[config.mk]
export PLATFORM = sky130hd
export DESIGN_NAME = collision_arbiter_flat
export DESIGN_NICKNAME = d
export VERILOG_FILES = /design/src/rtl/collision_arbiter_pkg.sv /design/src/rtl/collision_arbiter_if.sv /design/src/rtl/collision_arbiter_aabb_overlap.sv /design/src/rtl/collision_arbiter.sv /design/src/flat_wrapper.sv
export SDC_FILE = /design/constraint.sdc
export NUM_CORES = 1
export LEC_CHECK = 0
export ABC_CLOCK_PERIOD_IN_PS = 6450
export CAP_MARGIN = 5
export CORE_MARGIN = 10
export CORE_UTILIZATION = 23
export CTS_CLUSTER_DIAMETER = 200
export DETAILED_ROUTE_END_ITERATION = 8
export PLACE_DENSITY = 0.43
export REMOVE_ABC_BUFFERS = 1
export SLEW_MARGIN = 0
export SYNTH_ARGS = -nofsm -noshare
export SYNTH_HDL_FRONTEND = slang
export SYNTH_SLANG_ARGS = --single-unit
[constraint.sdc]
create_clock -name Clk -period 6.45 [get_ports Clk]
set_input_delay 0.645 -clock Clk [delete_from_list [all_inputs] [get_ports Clk]]
set_output_delay 0.645 -clock Clk [all_outputs]
set_load 0.05 [all_outputs]
[src/rtl/collision_arbiter_pkg.sv]
// Shared types and helpers for the collision arbiter.
// Sprite state enums, controller states, counter width.
package collision_pkg;

  typedef enum logic {
    P_ALIVE,
    P_DEAD
  } player_state_t;

  typedef enum logic [1:0] {
    E_DEAD,
    E_ALIVE,
    E_SQUASHED
  } enemy_state_t;

  typedef enum logic [1:0] {
    C_IDLE,
    C_SCAN,
    C_COMMIT
  } ctrl_state_t;

  function automatic int cnt_width(
    input int sq,
    input int inv
  );
    int m;
    m = (sq > inv) ? sq : inv;
    return $clog2(m + 1);
  endfunction

endpackage

[src/rtl/collision_arbiter_if.sv]
// Sprite/game-state bus of the collision arbiter.
// master: motion controllers + score logic; slave: arbiter.
interface collision_arbiter_if #(
  parameter int NP = 2,
  parameter int NE = 4,
  parameter int CW = 10
);
  logic             frame_tick;
  logic [NP*CW-1:0] player_x;
  logic [NP*CW-1:0] player_y;
  logic [NP*CW-1:0] player_vy;
  logic [NP-1:0]    player_revive;
  logic [NE*CW-1:0] enemy_x;
  logic [NE*CW-1:0] enemy_y;
  logic [NE-1:0]    enemy_spawn;
  logic [CW-1:0]    scroll_pos;
  logic [NP-1:0]    player_dead;
  logic [NP-1:0]    player_invuln;
  logic [NP-1:0]    stomp_bounce;
  logic [NE-1:0]    enemy_alive;
  logic [NE-1:0]    enemy_squashed;
  logic [3:0]       score_inc;
  logic             busy;
  logic             done;
  logic             overrun;

  modport master (
    output frame_tick, player_x, player_y,
    output player_vy, player_revive,
    output enemy_x, enemy_y, enemy_spawn,
    output scroll_pos,
    input  player_dead, player_invuln,
    input  stomp_bounce, enemy_alive,
    input  enemy_squashed, score_inc,
    input  busy, done, overrun
  );

  modport slave (
    input  frame_tick, player_x, player_y,
    input  player_vy, player_revive,
    input  enemy_x, enemy_y, enemy_spawn,
    input  scroll_pos,
    output player_dead, player_invuln,
    output stomp_bounce, enemy_alive,
    output enemy_squashed, score_inc,
    output busy, done, overrun
  );
endinterface

[src/rtl/collision_arbiter_aabb_overlap.sv]
// Combinational axis-aligned box overlap test.
// Ports: box A/B origins in, hit out.
module aabb_overlap #(
  parameter int COORD_W = 10,
  parameter int A_W     = 26,
  parameter int A_H     = 32,
  parameter int B_W     = 32,
  parameter int B_H     = 32
) (
  input  logic [COORD_W-1:0] ax,
  input  logic [COORD_W-1:0] ay,
  input  logic [COORD_W-1:0] bx,
  input  logic [COORD_W-1:0] by,
  output logic               hit
);
  localparam int W = COORD_W + 1;

  logic [W-1:0] ax1, ay1, bx1, by1;

  assign ax1 = {1'b0, ax};
  assign ay1 = {1'b0, ay};
  assign bx1 = {1'b0, bx};
  assign by1 = {1'b0, by};

  assign hit = (ax1 < bx1 + W'(B_W))
            && (bx1 < ax1 + W'(A_W))
            && (ay1 < by1 + W'(B_H))
            && (by1 < ay1 + W'(A_H));
endmodule

[src/rtl/collision_arbiter.sv]
// Frame-based player/enemy collision resolver.
// Ports: Clk, Reset_n, bus (slave side of arbiter bus).
module collision_arbiter
  import collision_pkg::*;
#(
  parameter int NUM_PLAYERS   = 2,
  parameter int NUM_ENEMIES   = 4,
  parameter int COORD_W       = 10,
  parameter int PLAYER_W      = 26,
  parameter int PLAYER_H      = 32,
  parameter int ENEMY_W       = 32,
  parameter int ENEMY_H       = 32,
  parameter int SQUASH_FRAMES = 16,
  parameter int INVULN_FRAMES = 60
) (
  input logic          Clk,
  input logic          Reset_n,
  collision_arbiter_if.slave bus
);
  localparam int NP = NUM_PLAYERS;
  localparam int NE = NUM_ENEMIES;
  localparam int CW = COORD_W;
  localparam int PIW = (NP > 1) ? $clog2(NP) : 1;
  localparam int EIW = (NE > 1) ? $clog2(NE) : 1;
  localparam int CNT_W =
    cnt_width(SQUASH_FRAMES, INVULN_FRAMES);

  ctrl_state_t state, state_n;
  logic tick_ok, scan_en, commit_en, last_pair;
  logic [PIW-1:0] pi;
  logic [EIW-1:0] ei;

  logic [NP*CW-1:0] s_px, s_py, s_vy;
  logic [NE*CW-1:0] s_ex, s_ey;
  logic [CW-1:0]    s_scroll;
  logic [NP-1:0]    s_palive, s_pinv;
  logic [NE-1:0]    s_ealive;
  logic [NP*NE-1:0] stomp, side;

  player_state_t    p_st  [NP];
  logic [CNT_W-1:0] p_inv [NP];
  enemy_state_t     e_st  [NE];
  logic [CNT_W-1:0] e_cnt [NE];
  enemy_state_t     e_nst [NE];
  logic [CNT_W-1:0] e_ncnt[NE];

  logic [CW-1:0] cur_px, cur_py, cur_vy;
  logic [CW-1:0] cur_ex, cur_ey;
  logic hit, stomp_now, side_now;
  logic [NE-1:0] stomped_e;
  logic [NP-1:0] bounce_p, hit_p;
  logic [3:0]    score;
  logic          done_q, overrun_q;
  logic [NP-1:0] bounce_q;
  logic [3:0]    score_q;

  // A tick in the done cycle still counts as busy.
  assign tick_ok = bus.frame_tick
                && (state == C_IDLE) && !done_q;
  assign last_pair = (pi == PIW'(NP - 1))
                  && (ei == EIW'(NE - 1));

  always_ff @(posedge Clk or negedge Reset_n) begin
    if (!Reset_n) state <= C_IDLE;
    else          state <= state_n;
  end

  always_comb begin
    state_n   = state;
    scan_en   = 1'b0;
    commit_en = 1'b0;
    unique case (state)
      C_IDLE:   if (tick_ok) state_n = C_SCAN;
      C_SCAN: begin
        scan_en = 1'b1;
        if (last_pair) state_n = C_COMMIT;
      end
      C_COMMIT: begin
        commit_en = 1'b1;
        state_n   = C_IDLE;
      end
      default:  state_n = C_IDLE;
    endcase
  end

  assign cur_px = s_px[int'(pi)*CW +: CW];
  assign cur_py = s_py[int'(pi)*CW +: CW];
  assign cur_vy = s_vy[int'(pi)*CW +: CW];
  assign cur_ex = s_ex[int'(ei)*CW +: CW];
  assign cur_ey = s_ey[int'(ei)*CW +: CW];

  aabb_overlap #(
    .COORD_W (CW),
    .A_W     (PLAYER_W),
    .A_H     (PLAYER_H),
    .B_W     (ENEMY_W),
    .B_H     (ENEMY_H)
  ) u_aabb (
    .ax  (cur_px),
    .ay  (cur_py),
    .bx  (cur_ex),
    .by  (cur_ey),
    .hit (hit)
  );

  assign stomp_now = hit && !cur_vy[CW-1] && |cur_vy
                  && s_palive[pi] && s_ealive[ei];
  assign side_now  = hit && !stomp_now
                  && s_ealive[ei] && s_palive[pi]
                  && !s_pinv[pi];

  always_ff @(posedge Clk or negedge Reset_n) begin
    if (!Reset_n) begin
      pi <= '0;
      ei <= '0;
      s_px <= '0;
      s_py <= '0;
      s_vy <= '0;
      s_ex <= '0;
      s_ey <= '0;
      s_scroll <= '0;
      s_palive <= '0;
      s_pinv <= '0;
      s_ealive <= '0;
      stomp <= '0;
      side <= '0;
    end else if (tick_ok) begin
      pi <= '0;
      ei <= '0;
      s_px <= bus.player_x;
      s_py <= bus.player_y;
      s_vy <= bus.player_vy;
      s_ex <= bus.enemy_x;
      s_ey <= bus.enemy_y;
      s_scroll <= bus.scroll_pos;
      for (int p = 0; p < NP; p++) begin
        s_palive[p] <= (p_st[p] == P_ALIVE);
        s_pinv[p]   <= (p_inv[p] != '0);
      end
      for (int e = 0; e < NE; e++)
        s_ealive[e] <= (e_st[e] == E_ALIVE);
      stomp <= '0;
      side <= '0;
    end else if (scan_en) begin
      stomp[int'(pi)*NE + int'(ei)] <= stomp_now;
      side[int'(pi)*NE + int'(ei)]  <= side_now;
      if (ei == EIW'(NE - 1)) begin
        ei <= '0;
        pi <= pi + 1'b1;
      end else begin
        ei <= ei + 1'b1;
      end
    end
  end

  // Whole-frame resolution from the collected pair bits.
  always_comb begin
    stomped_e = '0;
    bounce_p  = '0;
    hit_p     = '0;
    score     = '0;
    for (int p = 0; p < NP; p++)
      for (int e = 0; e < NE; e++)
        if (stomp[p*NE + e]) begin
          stomped_e[e] = 1'b1;
          bounce_p[p]  = 1'b1;
        end
    for (int p = 0; p < NP; p++)
      for (int e = 0; e < NE; e++)
        if (side[p*NE + e] && !stomped_e[e])
          hit_p[p] = 1'b1;
    for (int e = 0; e < NE; e++)
      score = score + {3'b000, stomped_e[e]};
    for (int e = 0; e < NE; e++) begin
      e_nst[e]  = e_st[e];
      e_ncnt[e] = e_cnt[e];
      if (stomped_e[e]) begin
        e_nst[e]  = E_SQUASHED;
        e_ncnt[e] = CNT_W'(SQUASH_FRAMES);
      end else if (e_st[e] == E_SQUASHED) begin
        e_ncnt[e] = e_cnt[e] - 1'b1;
        if (e_cnt[e] <= CNT_W'(1))
          e_nst[e] = E_DEAD;
      end
      if (e_nst[e] != E_DEAD
          && s_ex[e*CW +: CW] < s_scroll) begin
        e_nst[e]  = E_DEAD;
        e_ncnt[e] = '0;
      end
    end
  end

  always_ff @(posedge Clk or negedge Reset_n) begin
    if (!Reset_n) begin
      for (int p = 0; p < NP; p++) begin
        p_st[p]  <= P_ALIVE;
        p_inv[p] <= '0;
      end
      for (int e = 0; e < NE; e++) begin
        e_st[e]  <= E_DEAD;
        e_cnt[e] <= '0;
      end
      done_q    <= 1'b0;
      overrun_q <= 1'b0;
      bounce_q  <= '0;
      score_q   <= '0;
    end else begin
      for (int p = 0; p < NP; p++) begin
        if (bus.player_revive[p]) begin
          p_st[p]  <= P_ALIVE;
          p_inv[p] <= CNT_W'(INVULN_FRAMES);
        end else if (commit_en) begin
          if (hit_p[p]) p_st[p] <= P_DEAD;
          if (p_inv[p] != '0)
            p_inv[p] <= p_inv[p] - 1'b1;
        end
      end
      for (int e = 0; e < NE; e++) begin
        if (bus.enemy_spawn[e]) begin
          e_st[e]  <= E_ALIVE;
          e_cnt[e] <= '0;
        end else if (commit_en) begin
          e_st[e]  <= e_nst[e];
          e_cnt[e] <= e_ncnt[e];
        end
      end
      done_q   <= commit_en;
      bounce_q <= commit_en ? bounce_p : '0;
      score_q  <= commit_en ? score : '0;
      if (bus.frame_tick && !tick_ok)
        overrun_q <= 1'b1;
    end
  end

  always_comb begin
    bus.player_dead    = '0;
    bus.player_invuln  = '0;
    bus.enemy_alive    = '0;
    bus.enemy_squashed = '0;
    for (int p = 0; p < NP; p++) begin
      bus.player_dead[p]   = (p_st[p] == P_DEAD);
      bus.player_invuln[p] = (p_inv[p] != '0);
    end
    for (int e = 0; e < NE; e++) begin
      bus.enemy_alive[e]    = (e_st[e] == E_ALIVE);
      bus.enemy_squashed[e] = (e_st[e] == E_SQUASHED);
    end
  end

  assign bus.stomp_bounce = bounce_q;
  assign bus.score_inc    = score_q;
  assign bus.done         = done_q;
  assign bus.busy         = (state != C_IDLE) || done_q;
  assign bus.overrun      = overrun_q;
endmodule
[src/flat_wrapper.sv]
// flat-port wrapper written by rule: the top's interface ports become plain ports
module collision_arbiter_flat import collision_pkg::*;
#(
  parameter int NUM_PLAYERS   = 2,
  parameter int NUM_ENEMIES   = 4,
  parameter int COORD_W       = 10,
  parameter int PLAYER_W      = 26,
  parameter int PLAYER_H      = 32,
  parameter int ENEMY_W       = 32,
  parameter int ENEMY_H       = 32,
  parameter int SQUASH_FRAMES = 16,
  parameter int INVULN_FRAMES = 60
)
  (Clk, Reset_n, bus_frame_tick, bus_player_x, bus_player_y, bus_player_vy, bus_player_revive, bus_enemy_x, bus_enemy_y, bus_enemy_spawn, bus_scroll_pos, bus_player_dead, bus_player_invuln, bus_stomp_bounce, bus_enemy_alive, bus_enemy_squashed, bus_score_inc, bus_busy, bus_done, bus_overrun);
  collision_arbiter_if bus_i ();
  input logic Clk;
  input logic Reset_n;
  input wire logic [$bits(bus_i.frame_tick)-1:0] bus_frame_tick;
  input wire logic [$bits(bus_i.player_x)-1:0] bus_player_x;
  input wire logic [$bits(bus_i.player_y)-1:0] bus_player_y;
  input wire logic [$bits(bus_i.player_vy)-1:0] bus_player_vy;
  input wire logic [$bits(bus_i.player_revive)-1:0] bus_player_revive;
  input wire logic [$bits(bus_i.enemy_x)-1:0] bus_enemy_x;
  input wire logic [$bits(bus_i.enemy_y)-1:0] bus_enemy_y;
  input wire logic [$bits(bus_i.enemy_spawn)-1:0] bus_enemy_spawn;
  input wire logic [$bits(bus_i.scroll_pos)-1:0] bus_scroll_pos;
  output wire logic [$bits(bus_i.player_dead)-1:0] bus_player_dead;
  output wire logic [$bits(bus_i.player_invuln)-1:0] bus_player_invuln;
  output wire logic [$bits(bus_i.stomp_bounce)-1:0] bus_stomp_bounce;
  output wire logic [$bits(bus_i.enemy_alive)-1:0] bus_enemy_alive;
  output wire logic [$bits(bus_i.enemy_squashed)-1:0] bus_enemy_squashed;
  output wire logic [$bits(bus_i.score_inc)-1:0] bus_score_inc;
  output wire logic [$bits(bus_i.busy)-1:0] bus_busy;
  output wire logic [$bits(bus_i.done)-1:0] bus_done;
  output wire logic [$bits(bus_i.overrun)-1:0] bus_overrun;
  assign bus_i.frame_tick = bus_frame_tick;
  assign bus_i.player_x = bus_player_x;
  assign bus_i.player_y = bus_player_y;
  assign bus_i.player_vy = bus_player_vy;
  assign bus_i.player_revive = bus_player_revive;
  assign bus_i.enemy_x = bus_enemy_x;
  assign bus_i.enemy_y = bus_enemy_y;
  assign bus_i.enemy_spawn = bus_enemy_spawn;
  assign bus_i.scroll_pos = bus_scroll_pos;
  assign bus_player_dead = bus_i.player_dead;
  assign bus_player_invuln = bus_i.player_invuln;
  assign bus_stomp_bounce = bus_i.stomp_bounce;
  assign bus_enemy_alive = bus_i.enemy_alive;
  assign bus_enemy_squashed = bus_i.enemy_squashed;
  assign bus_score_inc = bus_i.score_inc;
  assign bus_busy = bus_i.busy;
  assign bus_done = bus_i.done;
  assign bus_overrun = bus_i.overrun;
  collision_arbiter #(.NUM_PLAYERS(NUM_PLAYERS), .NUM_ENEMIES(NUM_ENEMIES), .COORD_W(COORD_W), .PLAYER_W(PLAYER_W), .PLAYER_H(PLAYER_H), .ENEMY_W(ENEMY_W), .ENEMY_H(ENEMY_H), .SQUASH_FRAMES(SQUASH_FRAMES), .INVULN_FRAMES(INVULN_FRAMES)) u_core (.Clk(Clk), .Reset_n(Reset_n), .bus(bus_i));
endmodule
==> metrics.csv, run 1 <==
stage;metric;value;unit
layout;Syn-to-layout area delta;27.72;%
placement;hpwl dp;28.78;mm
critical_path;worst path arrival time;4.58;ns
clocking;Max Root-Sink Buffers;3;
logic_synthesis;Post-synth EDFFs;0;
logic_synthesis;Synth async-reset ratio;1.000;
critical_path;CP Capture Type;flop;
floorplan;Placeable Area;0.05488;mm^2
routing;DRC;0;
global_route;global route total overflow;0;
logic_synthesis;Synth Area in XOR/XNOR;0.01794;
critical_path;crit-path most repeated cell;ha_1;
power;Power Dens Cells;467.1;mW/mm^2
timing;Least-Margin Pin Slew;1.084;ns
global_route;first-pass GRT wire length;61.48;mm
layout;Antenna Cells;0;
layout;Reg area;0.005808;mm^2
routing;initial DRC count;573;
logic_synthesis;syn avg cell area;8.975;um^2
logic_synthesis;cell accounting for the most synthesized area;dfrtp_1;
timing;clk_skew;0.01897;ns
layout;design area;0.01621;mm^2
routing;detailed-route via count;10242;
clocking;hold_buf cts;0;
clocking;Resize count post-CTS;0;
logic_synthesis;post-synthesis cell type count;68;
critical_path;critical path type;reg2reg;
critical_path;Worst Path Buf+Inv;1;
floorplan;Die Area;0.06497;mm^2
floorplan;die width;254.9;um
critical_path;R2R depth;12;
placement;DP Area;0.01520;mm^2
floorplan;Row Count;86;
timing;final setup violation count;0;
power;Lkg Pwr;0.007540;uW
clocking;Skew-Pair Late Insertion Delay;0.58;ns
critical_path;CP max stage cell;mux4_1;
logic_synthesis;Primary FF master, synth;dfrtp_1;
logic_synthesis;Synth top area share;0.4575;
timing;RSZ-0062 raised after global routing;no;
critical_path;worst path cell trace;buf_4 -> mux4_1 -> ha_1 -> nand2_1 -> xor2_1 -> ha_1 -> and3_1 -> a221oi_1 -> a21oi_1 -> a311oi_2 -> nand4_2 -> o21ai_0;
clocking;clock sinks;232;
logic_synthesis;Synth Area in Compound Gates;0.1052;
logic_synthesis;top cells by area, synth;dfrtp_1 (46%), nand2_1 (15%), ha_1 (8.7%);
routing;Detail Route Antenna Nets;0;
floorplan;Initial Utilization;0.2313;
global_route;largest net degree at the start of global routing;102;
floorplan;Ports;180;
critical_path;Worst Path Required;6.94;ns
logic_synthesis;post-synthesis sequential area ratio;0.4575;
layout;Multi-input gate area;0.006410;mm^2
global_route;initial antenna violation count;2;
worst_hold_path;min-delay worst type;in2async;
clocking;CTS buffer count;29;
global_route;vias in the first global route;10671;
timing;final hold violation count;0;
logic_synthesis;dominant combinational cell family by area after synthesis;simple AND/OR/NAND/NOR gates;
timing;Max transition margin;0.2774;
timing;setup TNS;0;ns
routing;drt first pass iters;5;
clocking;CTS tree;done;
timing;crit path time final;4.093;ns
logic_synthesis;fraction of synthesized area in multiplexers;0.06073;
routing;routed len/inst;16.88;um
routing;routed vias/inst;4.449;
layout;# fillers;5822;
logic_synthesis;Synth Instances;1414;
critical_path;startpoint types;flop;
placement;GPL Wtd Cong;0.8389;
logic_synthesis;Post-Synth Simple-Gate Area;0.2318;
logic_synthesis;Yosys warnings;0;
global_route;gr usage total;0.1190;
logic_synthesis;Yosys reg bits;232;
logic_synthesis;area of the mapped netlist;0.01269;mm^2
floorplan;Die H;254.9;um
layout;layout cells sized above 1;0.06633;
placement;Port Buffers;178;
timing;Final Max Slew Viols;0;
logic_synthesis;adder-cell share of the synthesized area;0.08834;
critical_path;max incr delay on CP;0.69;ns
clocking;# Post-CTS Setup Buffers;0;
critical_path;Crit. path cell count;12;
clocking;clk slew on worst S/H paths;0.06;ns
critical_path;CP delay by family, top;compound AO/OA/AOI/OAI gates;
run_status;status;complete, no violations;
critical_path;Max FO, Critical Path;17;
power;VDD IR-drop max;0.2563;mV
clocking;H-tree Lvls;1;
layout;fin util;0.2954;
flow_run;max cap viols;0;
layout;final net count;1825;
routing;total wire length;38.85;mm
clocking;clock root buffer;clkbuf_16;
timing;achievable clock frequency;0.2443;GHz
timing;Final period util;0.6346;
-- kinds of logic after synthesis --
logic type               Yosys count
AO/OA/AOI/OAI                    200
other                              1
XOR/XNOR                          26
AND/OR/NAND/NOR                  698
buffers and inverters            122
flip-flops                       232
multiplexers                      46
adder cells (fa/ha/maj)           89
-- through the flow --
step	setup WS (ns)	total power, uW	hold WS (ns)	instances
CTS	2.229	7702	0.1593	2302
detailed placement	2.232	5921	0.4523	2250
finish	2.357	7571	0.1320	2302
floorplan	2.227	4831	0.3494	1359
global route	1.966	8305	0.1917	2302
global placement	2.365	5872	0.4526	2250
-- flip-flops by register name, summed over array words and instances (netlist names), 2 cells and up --
signal / cells
u_core.s_ex: 40
u_core.s_ey: 40
u_core.e_cnt: 24
u_core.s_px: 20
u_core.s_py: 20
u_core.s_vy: 20
u_core.p_inv: 12
u_core.s_scroll: 10
u_core.e_st: 8
u_core.side: 8
u_core.stomp: 8
u_core.s_ealive: 4
u_core.bus.score_inc: 3
u_core.bus.player_dead: 2
u_core.bus.stomp_bounce: 2
u_core.ei: 2
u_core.s_palive: 2
u_core.s_pinv: 2
u_core.state: 2
-- synth_stat cells (3+ instances only) --
cell type and number:
or2_2 7, o31ai_1 4, clkbuf_1 45, nand3_1 35
a41oi_1 4, nor2_1 59, or3_1 5, a221o_1 4
a22o_1 3, xnor2_1 12, o21ai_0 55, mux4_2 13
a21o_1 19, o21a_1 4, mux2_2 14, mux4_1 8
a22oi_1 4, xor2_1 14, a211oi_1 8, nand2_1 495
nand2b_1 26, mux2i_1 11, nand4_1 8, and3_1 6
nand3b_1 3, nor3_1 18, o22ai_1 5, o31a_1 4
a21oi_1 49, nor4_1 9, ha_1 88, and2_1 6
a2111oi_0 4, inv_1 67, buf_2 4, dfrtp_1 232
a221oi_1 4, a31oi_1 5, nor2b_1 12
-- power by group --
part	internal [uW]	total [uW]	switching (uW)
logic	1460	3440	1970
clock network	1050	1710	666
registers	1970	2420	450
total	4480	7570	3090
-- path summary, 6_finish.rpt --
check                                start              end  slack (ns)
setup / recovery              u_core.ei[0]   u_core.side[2]        2.36
hold / removal                     Reset_n  u_core.s_px[16]        0.13
setup reg to reg              u_core.ei[0]   u_core.side[2]        2.36
hold reg to reg            u_core.s_ey[17]  u_core.s_ey[17]        0.47
max in group asynchronous          Reset_n  u_core.s_ex[22]        4.88
min in group Clk           u_core.s_ey[17]  u_core.s_ey[17]        0.47
-- area by class of cell --
| class | count | share of cell area |
|---|---|---|
| clock inverter | 13 | 0.01181 |
| multi-input combinational | 1060 | 0.3954 |
| timing repair buffer | 187 | 0.1144 |
| tap | 704 | 0.05434 |
| sequential | 232 | 0.3583 |
| inverter | 67 | 0.01552 |
| clock buffer | 39 | 0.05017 |
-- metal layers --
metal | global-route usage | wire length, um
met5 | 0 | 33
met4 | 0.02142 | 551
met3 | 0.03168 | 2515
met2 | 0.1867 | 17220
met1 | 0.1628 | 18530
-- worst register-to-register path: cells and delay by family, from the launching register on --
| kind | cells | cell delay [ns] |
|---|---|---|
| and+or+nand+nor | 3 | 0.55 |
| AOI/OAI and AO/OA | 4 | 1.09 |
| adders and majority gates | 2 | 0.52 |
| buffers and inverters | 1 | 0.37 |
| DFF | 1 | 0.61 |
| muxes | 1 | 0.70 |
| xor gates and xnor gates | 1 | 0.18 |
-- cells in the final DEF, fill, tap and decap left out, types with 26 or more instances in the layout --
cell type	Yosys	routed
nand3_1	35	35
a21oi_1	49	49
o21ai_0	55	55
dfrtp_1	232	230
clkdlybuf4s50_1	0	177
nor2_1	59	59
nand2_1	495	494
clkbuf_16	0	29
ha_1	88	88
nand2b_1	26	26
inv_1	67	67
Power figures use the tool's default switching activity.
==> run 2, diff against run 1 <==
--- a/config.mk
+++ b/config.mk
@@ -5,7 +5,7 @@
 export SDC_FILE = /design/constraint.sdc
 export NUM_CORES = 1
 export LEC_CHECK = 0
-export ABC_CLOCK_PERIOD_IN_PS = 6450
+export ABC_CLOCK_PERIOD_IN_PS = 3800
 export CAP_MARGIN = 5
 export CORE_MARGIN = 10
 export CORE_UTILIZATION = 23
==> constraint.sdc (replaced) <==
create_clock -name Clk -period 3.8 [get_ports Clk]
set_input_delay 0.38 -clock Clk [delete_from_list [all_inputs] [get_ports Clk]]
set_output_delay 0.38 -clock Clk [all_outputs]
set_load 0.05 [all_outputs]
==> run 2 against run 1 <==
Total power increased by 73%. Critical endpoint is now u_core.side[4]. Wire length increased by 2.0%. Largest power group unchanged. Via count increased by 1.3%. Setup slack got worse by 2.1 ns. Sequential share of layout area decreased by 0.31 points. Critical path type unchanged.
==> metrics.csv, run 2 (synthesis results as in run 1) <==
stage;metric;value;unit;change
power;VDD IR-drop max;0.4384;mV;+71%
global_route;vias in the first global route;10910;;+2.2%
critical_path;r2r setup slk;0.28;ns;-2.08 ns
layout;Multi-input gate area;0.006410;mm^2;unchanged
timing;Final Max Slew Viols;0;;unchanged
routing;total wire length;39.63;mm;+2.0%
critical_path;critical path type;reg2reg;;
worst_hold_path;Hold Startpoint;bus_player_vy[13];;
clocking;clock sinks;232;;unchanged
timing;final hold slack;0.3209;ns;+0.1889 ns
routing;detailed-route via count;10374;;+1.3%
critical_path;startpoint types;flop;;
worst_hold_path;Hold Crit Endpoint;u_core.s_vy[13];;
routing;met3 wire len;2.294;mm;-8.8%
clocking;Max Root-Sink Buffers;3;;unchanged
layout;Reg area;0.005811;mm^2;about the same
floorplan;Row Count;86;;unchanged
floorplan;Die H;254.9;um;unchanged
placement;DP Area;0.01531;mm^2;+0.72%
floorplan;Die Area;0.06497;mm^2;unchanged
placement;GPL Wtd Cong;0.8401;;+0.14%
run_status;status;complete, no violations;;
power;Power Dens Cells;801.9;mW/mm^2;+72%
routing;drt first pass iters;5;;unchanged
routing;WL met2;17.53;mm;+1.8%
routing;DRC;0;;unchanged
timing;final setup violation count;0;;unchanged
worst_hold_path;worst hold path depth;3;;
critical_path;FF-to-FF End;u_core.side[4];;
critical_path;R2R depth;13;;+1
global_route;first-pass GRT wire length;62.62;mm;+1.9%
layout;# fillers;5764;;-1.0%
global_route;gr usage total;0.1221;;+0.003099
worst_hold_path;min-delay worst type;in2reg;;
timing;achievable clock frequency;0.2837;GHz;+16%
critical_path;worst path arrival time;3.98;ns;-0.60 ns
critical_path;CP max stage cell;mux4_1;;
timing;RSZ-0062 raised after global routing;no;;
placement;hpwl dp;29.82;mm;+3.6%
global_route;largest net degree at the start of global routing;89;;-13%
timing;Least-Margin Pin Slew;1.003;ns;-0.08137 ns
routing;routed vias/inst;4.485;;+0.81%
clocking;H-tree Lvls;1;;unchanged
critical_path;CP delay by family, top;compound AO/OA/AOI/OAI gates;;
routing;routed len/inst;17.13;um;+1.5%
routing;met1 WL;19.01;mm;+2.6%
clocking;clock root buffer;clkbuf_16;;
timing;clk_skew;0.02011;ns;+0.001138 ns
timing;Final period util;0.9274;;+0.2928
global_route;global route total overflow;0;;unchanged
layout;fin util;0.2980;;+0.002667
clocking;CTS buffer count;29;;unchanged
layout;Antenna Cells;0;;unchanged
placement;Port Buffers;178;;unchanged
routing;Top Layer Used;met5;;
clocking;Skew-Pair Late Insertion Delay;0.58;ns;about the same
power;Lkg Pwr;0.007608;uW;+0.91%
critical_path;worst reg2reg startpoint;u_core.ei[0];;
floorplan;die width;254.9;um;unchanged
routing;Detail Route Antenna Nets;0;;unchanged
timing;final hold violation count;0;;unchanged
critical_path;worst path cell trace;buf_12 -> mux4_1 -> ha_1 -> inv_1 -> ha_1 -> nand4_1 -> a2111oi_0 -> a211oi_1 -> o21ai_0 -> a311oi_2 -> buf_4 -> nand4_2 -> o21ai_0;;
layout;design area;0.01636;mm^2;+0.90%
layout;layout cells sized above 1;0.07209;;+0.005762
timing;crit path time final;3.524;ns;-0.5689 ns
critical_path;Worst Path Required;4.25;ns;-2.69 ns
critical_path;max incr delay on CP;0.63;ns;-0.06 ns
layout;most common cell after layout, fill and taps aside;nand2_1;;
critical_path;Worst Path Buf+Inv;3;;+2
flow_run;max cap viols;0;;unchanged
critical_path;Max FO, Critical Path;12;;-5
floorplan;Ports;180;;unchanged
layout;Syn-to-layout area delta;28.88;%;
floorplan;Placeable Area;0.05488;mm^2;unchanged
clocking;clk slew on worst S/H paths;0.06;ns;about the same
layout;most frequent cells in the layout;nand2_1 (494), dfrtp_1 (230), clkdlybuf4s50_1 (177);;
clocking;CTS tree;done;;
layout;final net count;1835;;+0.55%
routing;initial DRC count;673;;+17%
timing;setup TNS;0;ns;unchanged
timing;Max transition margin;0.3316;;+0.05425
layout;Regs by FF count;u_core.s_ex: 40 flops, u_core.s_ey: 40 flops, u_core.e_cnt: 24 flops;;
global_route;initial antenna violation count;1;;-1
critical_path;CP Capture Type;flop;;
floorplan;Initial Utilization;0.2313;;unchanged
==> run 2: cell count changes in the layout (fill, tap and decap cells not counted), sizes merged <==
cell / previous run / this run
clkbuf: 39 / 37
buf: 10 / 19
dlygate4sd3: 0 / 1
bufinv: 4 / 5
inv: 69 / 68
clkinv: 4 / 7
==> run 2: through the flow <==
stage | std cells | setup WS, ns | total power [uW]
6_report | 2313 | 0.2757 | 13110
5_1_grt | 2313 | 0.03601 | 14350
4_1_cts | 2312 | 0.05090 | 13280
3_5_place_dp | 2258 | 0.1069 | 10210
3_3_place_gp | 2258 | 0.2028 | 10150
2_1_floorplan | 1359 | -0.4226 | 8200
==> run 2: worst max path at each step <==
stage,from,end,slack (ns),depth (start not counted)
finish,u_core.ei[0],u_core.side[4],0.28,13
detailed placement,u_core.ei[0],u_core.side[4],0.11,11
global route,u_core.ei[0],u_core.side[7],0.04,13
global placement,u_core.ei[0],u_core.side[2],0.20,11
floorplan,u_core.bus.done,u_core.s_ealive[0],-0.42,3
CTS,u_core.ei[0],u_core.side[4],0.05,11
==> run 2: layer usage <==
metal | track usage | up-vias
li1 | - | 5132
met1 | 0.1667 | 4970
met2 | 0.1940 | 222
met3 | 0.02893 | 48
met4 | 0.02363 | 2
met5 | 0 | -
==> run 2: report_power, final <==
group	total (uW)	leakage [uW]	internal, uW	switching (uW)
clock network	2960	0.000494	1810	1150
logic	6060	0.00422	2600	3460
registers	4100	0.00289	3360	740
total	13100	0.00761	7760	5350
==> run 2: worst reg2reg max path: cells and delay by family, from the launching register on <==
family,cells,cell delay [ns]
adders and majority gates,2,0.59
DFF,1,0.55
muxes,1,0.64
buffers and inverters,3,0.40
and+or+nand+nor,2,0.25
AOI/OAI and AO/OA,5,0.98
==> run 2: layout make-up <==
class / instances / share of cell area
timing repair buffer: 197 / 0.1212
inverter: 67 / 0.01538
clock buffer: 37 / 0.04804
tap: 704 / 0.05386
clock inverter: 16 / 0.01438
multi-input combinational: 1060 / 0.3919
sequential: 232 / 0.3553
==> run 2: what timing repair did <==
item	4_1_cts	5_1_grt
hold buffers	1	0
endpoints found under the setup margin	0	16
resized for setup	0	1
endpoints found under the hold margin	85	0
buffers inserted	0	1
